[src/rtl/tone_pkg.sv]
// Shared types for the tone sequencer: sound codes, sequencer states, sound field type.
package tone_pkg;

    typedef logic [2:0] sound_t;

    localparam sound_t RED    = 3'd0;
    localparam sound_t GREEN  = 3'd1;
    localparam sound_t YELLOW = 3'd2;
    localparam sound_t BLUE   = 3'd3;
    localparam sound_t S_WIN  = 3'd4;
    localparam sound_t S_LOSS = 3'd5;

    typedef enum logic [1:0] {
        IDLE,
        TONE,
        GAP
    } state_t;

endpackage

[src/rtl/tone_fifo.sv]
// Synchronous request FIFO with flush; occupancy is the write/read pointer difference.
module tone_fifo #(
    parameter int DEPTH = 4,
    parameter int WIDTH = 9
) (
    input  logic                     clock,
    input  logic                     reset,
    input  logic                     i_push,
    input  logic [WIDTH-1:0]         i_data,
    input  logic                     i_pop,
    input  logic                     i_flush,
    output logic [WIDTH-1:0]         o_head,
    output logic                     o_full,
    output logic                     o_empty,
    output logic [$clog2(DEPTH):0]   o_level
);

    localparam int AW = $clog2(DEPTH);

    logic [WIDTH-1:0] r_mem [DEPTH];
    logic [AW:0]      r_wptr;
    logic [AW:0]      r_rptr;
    logic             w_push;
    logic             w_pop;

    assign w_push = i_push && !o_full && !i_flush;
    assign w_pop  = i_pop && !o_empty && !i_flush;

    always_ff @(posedge clock) begin
        if (reset || i_flush) begin
            r_wptr <= '0;
            r_rptr <= '0;
        end else begin
            if (w_push) r_wptr <= r_wptr + 1'b1;
            if (w_pop)  r_rptr <= r_rptr + 1'b1;
        end
    end

    // NOTE: storage is not reset; the pointers alone decide which entries are valid.
    always_ff @(posedge clock) begin
        if (w_push) r_mem[r_wptr[AW-1:0]] <= i_data;
    end

    assign o_level = r_wptr - r_rptr;
    assign o_full  = (o_level == (AW+1)'(DEPTH));
    assign o_empty = (o_level == '0);
    assign o_head  = r_mem[r_rptr[AW-1:0]];

endmodule

[src/rtl/tone_sequencer.sv]
// Queues tone requests and drives play/sound of the tone generator, with a silent gap after each tone.
// Optional priority-tone preemption is enabled by defining TONE_PRIO_EN.
module tone_sequencer
    import tone_pkg::*;
#(
    parameter int DEPTH      = 4,
    parameter int DUR_W      = 6,
    parameter int GAP_CYCLES = 2
) (
    input  logic                    clock,
    input  logic                    reset,
    input  logic                    req_valid,
    output logic                    req_ready,
    input  logic [2:0]              req_sound,
    input  logic [DUR_W-1:0]        req_dur,
    input  logic                    flush,
`ifdef TONE_PRIO_EN
    input  logic                    prio_valid,
    input  logic [2:0]              prio_sound,
    input  logic [DUR_W-1:0]        prio_dur,
`endif
    output logic                    play,
    output logic [2:0]              sound,
    output logic                    busy,
    output logic                    seq_done,
    output logic [$clog2(DEPTH):0]  level
);

    typedef struct packed {
        sound_t           sound;
        logic [DUR_W-1:0] dur;
    } entry_t;

    localparam bit               HAS_GAP  = (GAP_CYCLES > 0);
    localparam logic [DUR_W-1:0] GAP_LOAD = HAS_GAP ? DUR_W'(GAP_CYCLES - 1) : '0;

    state_t           r_state, w_state_nxt;
    logic [DUR_W-1:0] r_cnt, w_cnt_nxt;
    logic             r_play, w_play_nxt;
    sound_t           r_sound, w_sound_nxt;
    logic             r_done, w_done_nxt;
    logic             w_pop, w_try_pop, w_drain;
    logic             w_full, w_empty;
    entry_t           w_head, w_push_data;
    logic             w_prio;
    sound_t           w_prio_sound;
    logic [DUR_W-1:0] w_prio_dur;

`ifdef TONE_PRIO_EN
    assign w_prio       = prio_valid;
    assign w_prio_sound = prio_sound;
    assign w_prio_dur   = prio_dur;
`else
    assign w_prio       = 1'b0;
    assign w_prio_sound = '0;
    assign w_prio_dur   = '0;
`endif

    assign req_ready   = !w_full && !flush && !w_prio;
    assign w_push_data = '{sound: req_sound, dur: req_dur};

    tone_fifo #(
        .DEPTH (DEPTH),
        .WIDTH ($bits(entry_t))
    ) u_fifo (
        .clock   (clock),
        .reset   (reset),
        .i_push  (req_valid && req_ready),
        .i_data  (w_push_data),
        .i_pop   (w_pop),
        .i_flush (flush || w_prio),
        .o_head  (w_head),
        .o_full  (w_full),
        .o_empty (w_empty),
        .o_level (level)
    );

    // w_try_pop marks a point where the next entry may start; w_drain marks the end of a busy run.
    always_comb begin
        w_state_nxt = r_state;
        w_cnt_nxt   = r_cnt;
        w_play_nxt  = r_play;
        w_sound_nxt = r_sound;
        w_done_nxt  = 1'b0;
        w_pop       = 1'b0;
        w_try_pop   = 1'b0;
        w_drain     = 1'b0;

        if (flush) begin
            w_state_nxt = IDLE;
            w_cnt_nxt   = '0;
            w_play_nxt  = 1'b0;
            w_sound_nxt = RED;
        end else if (w_prio) begin
            w_state_nxt = TONE;
            w_play_nxt  = 1'b1;
            w_sound_nxt = w_prio_sound;
            w_cnt_nxt   = (w_prio_dur == '0) ? '0 : w_prio_dur - DUR_W'(1);
        end else begin
            case (r_state)
                IDLE: w_try_pop = 1'b1;
                TONE: begin
                    if (r_cnt != '0) begin
                        w_cnt_nxt = r_cnt - DUR_W'(1);
                    end else if (HAS_GAP) begin
                        w_state_nxt = GAP;
                        w_play_nxt  = 1'b0;
                        w_cnt_nxt   = GAP_LOAD;
                    end else begin
                        w_try_pop = 1'b1;
                        w_drain   = 1'b1;
                    end
                end
                GAP: begin
                    if (r_cnt != '0) begin
                        w_cnt_nxt = r_cnt - DUR_W'(1);
                    end else begin
                        w_try_pop = 1'b1;
                        w_drain   = 1'b1;
                    end
                end
                default: w_state_nxt = IDLE;
            endcase

            if (w_try_pop) begin
                if (!w_empty) begin
                    w_pop = 1'b1;
                    if (w_head.dur == '0) begin
                        w_state_nxt = IDLE;
                        w_play_nxt  = 1'b0;
                    end else begin
                        w_state_nxt = TONE;
                        w_play_nxt  = 1'b1;
                        w_sound_nxt = w_head.sound;
                        w_cnt_nxt   = w_head.dur - DUR_W'(1);
                    end
                end else if (w_drain) begin
                    w_state_nxt = IDLE;
                    w_play_nxt  = 1'b0;
                    w_done_nxt  = 1'b1;
                end
            end
        end
    end

    always_ff @(posedge clock) begin
        if (reset) begin
            r_state <= IDLE;
            r_cnt   <= '0;
            r_play  <= 1'b0;
            r_sound <= RED;
            r_done  <= 1'b0;
        end else begin
            r_state <= w_state_nxt;
            r_cnt   <= w_cnt_nxt;
            r_play  <= w_play_nxt;
            r_sound <= w_sound_nxt;
            r_done  <= w_done_nxt;
        end
    end

    assign play     = r_play;
    assign sound    = r_sound;
    assign seq_done = r_done;
    assign busy     = (r_state != IDLE) || !w_empty;

endmodule

[config.mk]
export PLATFORM = sky130hd
export DESIGN_NAME = tone_sequencer
export DESIGN_NICKNAME = d
export VERILOG_FILES = /design/src/rtl/tone_pkg.sv /design/src/rtl/tone_fifo.sv /design/src/rtl/tone_sequencer.sv
export SDC_FILE = /design/constraint.sdc
export NUM_CORES = 1
export LEC_CHECK = 0
export CELL_PAD_IN_SITES_DETAIL_PLACEMENT = 1
export CELL_PAD_IN_SITES_GLOBAL_PLACEMENT = 2
export CORE_ASPECT_RATIO = 1.75
export CORE_MARGIN = 4
export CORE_UTILIZATION = 36
export CTS_CLUSTER_DIAMETER = 80
export DETAILED_ROUTE_END_ITERATION = 7
export GPL_TIMING_DRIVEN = 0
export PLACE_DENSITY_LB_ADDON = 0.1
export SETUP_SLACK_MARGIN = 0.05
export SLEW_MARGIN = 20
export SYNTH_ARGS = -nofsm -noshare
export SYNTH_HDL_FRONTEND = slang
export SYNTH_HIERARCHICAL = 1
export SYNTH_SLANG_ARGS = --single-unit
[constraint.sdc]
create_clock -name clock -period 2.9 [get_ports clock]
set_input_delay 0.58 -clock clock [delete_from_list [all_inputs] [get_ports clock]]
set_output_delay 0.58 -clock clock [all_outputs]
set_load 0.02 [all_outputs]
# Word-level counts from Yosys, hierarchy flattened
# Memory sizes are Yosys's and may differ from the RTL's. A register that Yosys moved wholly into a read port is not among the register bits.
# Cells that the tools add are included.
# totals
memories,1
out_inout_bits,10
reg_bits,19
in_bits,13
ramBits,36
wordCells,70
# op_classes
reduce_logical,20
n_addsub,5
n_mux,31
n_eq_ne,3
bitwise_logic,3
# memory_table
memory,words,width,rd,rd_ports_with_merged_regs,wr,line,rtl
u_fifo.r_mem,4,9,1,1,1,tone_fifo.sv:20,logic [WIDTH-1:0] r_mem [DEPTH];
# op_table
cell,count
$mux 6,5
$mux 1,17
$mux 2,6
$pmux 6 s2,1
$sub 6x1->6 const B,2
$add 3x1->3 const B,2
$logic_and 1x1->1,6
$logic_not 6->1,1
$reduce_bool 6->1,1
$pmux 2 s2,1
$reduce_or 2->1,2
$reduce_or 4->1,1
$eq 3x3->1 const B,1
$logic_not 1->1,3
$logic_not 3->1,1
$not 1->1,3
$reduce_and 3->1,1
$sub 3x3->3,1
$eq 2x1->1 const B,1
$eq 2x2->1 const B,1
$logic_not 2->1,1
$logic_or 1x1->1,2
$pmux 1 s2,1
$reduce_bool 2->1,1

# Longest topological paths before layout
# Gate-level depths: netlist (run 1).
# logic_depth
ltp_word,10
ltp_mapped,12
ltp_nobuf,12

# Hierarchy
# The synthesis (run 1) kept the hierarchy.
# modules_own_cells
mod,cells_per_inst,area_per_inst_um2,instances
tone_fifo,102,1828.0,1
tone_sequencer,114,935.9,1

# Worst setup path before layout (run 1)
# No wires, ideal clock.
# synth_path
path_type,flip-flop to flip-flop
start,register u_fifo.r_wptr[0]
end,memory u_fifo.r_mem[2][0] (enable)
required_ns,2.511
slack_ns,-0.361
path_stages_with_launch,10
t_arrival_ns,2.872
synth_period_minus_slack_ns,3.261
cell_sequence,dfxtp_1 -> inv_1 -> ha_1 -> fa_1 -> xnor3_2 -> nor2_1 -> nor2_1 -> and2_1 -> o21ai_4 -> nor3b_1
# synth_via
elab_chain_cells,9
# synth_rtl
item,line,rtl
"start, declared",tone_fifo.sv:21,logic [AW:0] r_wptr;
"start signal, assigned",tone_fifo.sv:34,if (w_push) r_wptr <= r_wptr + 1'b1;
$sub 3x3->3,tone_fifo.sv:44,assign o_level = r_wptr - r_rptr;
$eq 3x3->1,tone_fifo.sv:45,assign o_full = (o_level == (AW+1)'(DEPTH));
net w_full,tone_sequencer.sv:43,"logic w_full, w_empty;"
$logic_not 1->1,tone_sequencer.sv:59,assign req_ready = !w_full && !flush && !w_prio;
$logic_and 1x1->1,tone_sequencer.sv:59,
net req_ready,tone_sequencer.sv:13,"output logic req_ready,"
$logic_and 1x1->1,tone_sequencer.sv:68,".i_push (req_valid && req_ready),"
$logic_and 1x1->1 (2 in series),tone_fifo.sv:26,assign w_push = i_push && !o_full && !i_flush;
$mux 1,tone_fifo.sv:41,if (w_push) r_mem[r_wptr[AW-1:0]] <= i_data;
$mux 1 (implied by the code),tone_fifo.sv:41,
"end, declared",tone_fifo.sv:20,
# The timed path passes the listed nets, and every way through them passes these cells.

# Worst setup path after layout (run 1)
# layout_path
start,register u_fifo.r_wptr[0]
end,output port req_ready
# layout_via
elab_chain_cells,4
# layout_rtl
item,line
$sub 3x3->3,tone_fifo.sv:44
$eq 3x3->1,tone_fifo.sv:45
net w_full,tone_sequencer.sv:43
$logic_not 1->1,tone_sequencer.sv:59
$logic_and 1x1->1,tone_sequencer.sv:59
"end, declared",tone_sequencer.sv:13
# The timed path passes the listed nets, and every way through them passes these cells.

==> results_dict.tcl, run 1 <==
set metrics [dict create \
    outcome "complete, no violations" \
    place_congestion 0.732 \
    start_util_pct 36.8 \
    cp-startpoint "u_fifo/r_wptr[0]" \
    yosys_warnings 6 \
    synthCells 216 \
    cpMaxStageDelayCell "fa_2" \
    cts-buffers-inserted 9 \
    fmaxAchievable_mhz 366 \
    critPathMaxFanout 4 \
    drv_slew 0 \
    die_h_um 124 \
    finalClockSkew_ns 0.00978 \
    drt_wl_total_um 6280 \
    power_density_mw_per_mm2 601 \
    ys_seq_area_share_pct 54.3 \
    clk_path_buf_depth 2 \
    cts_max_level 3 \
    synth-async-reset-ratio_pct 0 \
    viasPerCell 5.22 \
    coreArea_sq_mm 0.00751 \
    hold_viol_final 0 \
    dpl.hpwl_um 4450 \
    syn_avg_cell_area_sq_um 12.8 \
    area_growth_pct 31.8 \
    rsz0062_at_grt "yes" \
    drt.antenna.violating_nets 0 \
    finalSetupViolCount 0 \
    relSlewSlack_pct 53.6 \
    syn_nets 244 \
    critPathCaptureType "primary output" \
    cts_tree "built" \
    vias 1836 \
    drive_gt1_share_pct 23.5 \
    p_leak_nw 1.34 \
    worstPathCellList "inv_1, ha_2, fa_2, xnor3_2, buf_4, nor2_1, nor2_1, buf_4" \
    drv_cap 0 \
    mostFrequentLayoutCells "36 x edfxtp_1, 20 x dfxtp_1, 18 x nand2_1, 18 x clkdlybuf4s50_1, 15 x inv_1" \
    diodes 0 \
    arrival_ns 2.15 \
    yosys_register_bits 57 \
    final.min_clock_period_ns 2.73 \
    grt_antenna_before_repair 0 \
    cts_sinks 57 \
    fin_area_sq_mm 0.00364 \
    worst_pin_slew_ns 0.694 \
    drt_pass1_iterations 4 \
    peakVddDrop_mv 0.482 \
    fp-row-count 42 \
    dpl_cell_area_sq_mm 0.00312 \
    grt-ovfl-total 0 \
    nets 287 \
    final_common_cell "edfxtp_1" \
    min_from "play" \
    power_mw 2.19 \
    grt_max_degree 12 \
    synth_edf_count 36 \
    cp-start-kind "flip-flop" \
    grt_pass1_wl_um 10300 \
    pin_count 23 \
    dieWidth_um 74.2 \
    min_period_over_period_pct 94.2 \
    route.detailed.drc 0 \
    worstSetupPathType "reg -> out" \
    track_usage_pct 15.5 \
    drt_iter0_drc 37 \
    path_buf_inv 3 \
    worstHoldPathType "reg -> reg" \
    synthDistinctLibCells 52 \
    hold_buffers 0 \
    path_clk_slew_ns 0.05 \
    r2r-start "u_fifo/r_wptr[0]" \
    fp.dieArea_sq_mm 0.00920 \
    path_delay_family "adder cells" \
    grt_pass1_vias 2008 \
    ys_dominant_reg_cell "edfxtp_1" \
    port_buffers 22 \
    wire_per_inst_um 17.8 \
    ctsRootBufferMaster "clkbuf_16" \
    netlist_area_sq_mm 0.00276 \
    critPathMaxStageDelay_ns 0.40 \
    clk_latency_ns 0.33 \
    required_ns 2.32 \
]
-- synthesized netlist by cell type, types with 5 or more instances --
library cell   n  area share (%)
a21oi_1        6             1.1
a31oi_1        5             1.1
dfxtp_1       21              15
edfxtp_1      36              39
ha_1          14             6.3
inv_1         15             2.0
mux2i_1        7             2.5
mux4_2         9             7.3
nand2_1       19             2.6
nand3_1        6             1.1
nor2_1        11             1.5
nor3b_1        7             1.9
o21ai_0        6             1.1
xor2_1         6             1.9
-- where the power goes --
group	total [mW]	internal (mW)	leakage (nW)	switching, mW
clock network	1.18	0.833	0.160	0.351
registers	0.877	0.872	0.495	0.00471
logic	0.128	0.0541	0.688	0.0735
total	2.19	1.76	1.34	0.429
-- sequential cells by signal (all words and copies together), names as in the netlist, named ones only --
signal,cells
u_fifo/r_mem,36
r_state,2
r_cnt,6
sound,3
seq_done,1
u_fifo/r_rptr,3
u_fifo/r_wptr,3
play,1
-- metrics by stage --
step / std cells / TNS (ns) / hold slack (ns) / setup slack, ns / util, %
6_report: 352 / 0 / 0.462 / 0.167 / 48.5
5_1_grt: 352 / 0 / 0.500 / 0.0289 / 48.5
4_1_cts: 348 / -0.0126 / 0.471 / -0.0126 / 47.7
3_5_place_dp: 326 / -12.66 / 0.465 / -0.340 / 41.5
3_3_place_gp: 326 / -11.43 / 0.455 / -0.325 / 41.5
2_1_floorplan: 216 / -1.43 / 0.471 / -0.0531 / -
-- worst min-delay path: cells and delay by family (launching register included) --
family	cells	cell delay (ns)
AO/OA/AOI/OAI	1	0.06
flip-flops	1	0.30
buffers and inverters	1	0.05
-- area by class of cell --
class                           instances  area [sq um]
Tap cell                               88           110
Multi-Input combinational cell        137          1270
Clock buffer                           10           229
Inverter                               15          56.3
Clock inverter                          6           106
Buffer                                  7          36.3
Sequential cell                        57          1500
Timing Repair Buffer                   32           335
Fill cell                             788          3870
-- routing by layer --
metal	vias up	wire length, um	GRT usage (%)	share of wire (%)
met1	899	2350	15.8	37
met5	-	0	0	0
met4	0	91	5.68	1.4
li1	902	-	-	-
met2	28	3610	28.5	58
met3	7	224	5.25	3.6
-- final timing paths --
kind	slack, ns	cells after the start	to
min reg2reg	0.46	2	play
min	0.46	2	play
max	0.17	8	req_ready
max reg2reg	0.19	11	u_fifo/r_mem[1][7]
-- cell families after synthesis --
kind of cell    after synthesis  share of synthesized area [%]
simple gates                 62                           12.2
flops                        57                           54.3
compound gates               37                           10.5
buf+inv                      22                           3.35
mux                          16                           9.87
fa+ha+maj                    15                           7.06
xor+xnor                      7                           2.76
-- timing repair --
action,4_1_cts,5_1_grt
resized for setup,14,12
cloned,0,0
pin swaps,4,3
setup endpoints to repair,52,15
buffers inserted,6,4
Power figures use the tool's default switching activity.
==> inputs of run 2 (changes only) <==
Settings changed: CTS_CLUSTER_DIAMETER 80 to 60.
==> results of run 2 <==
Final layout, timing and power as in run 1 (identical DEF).
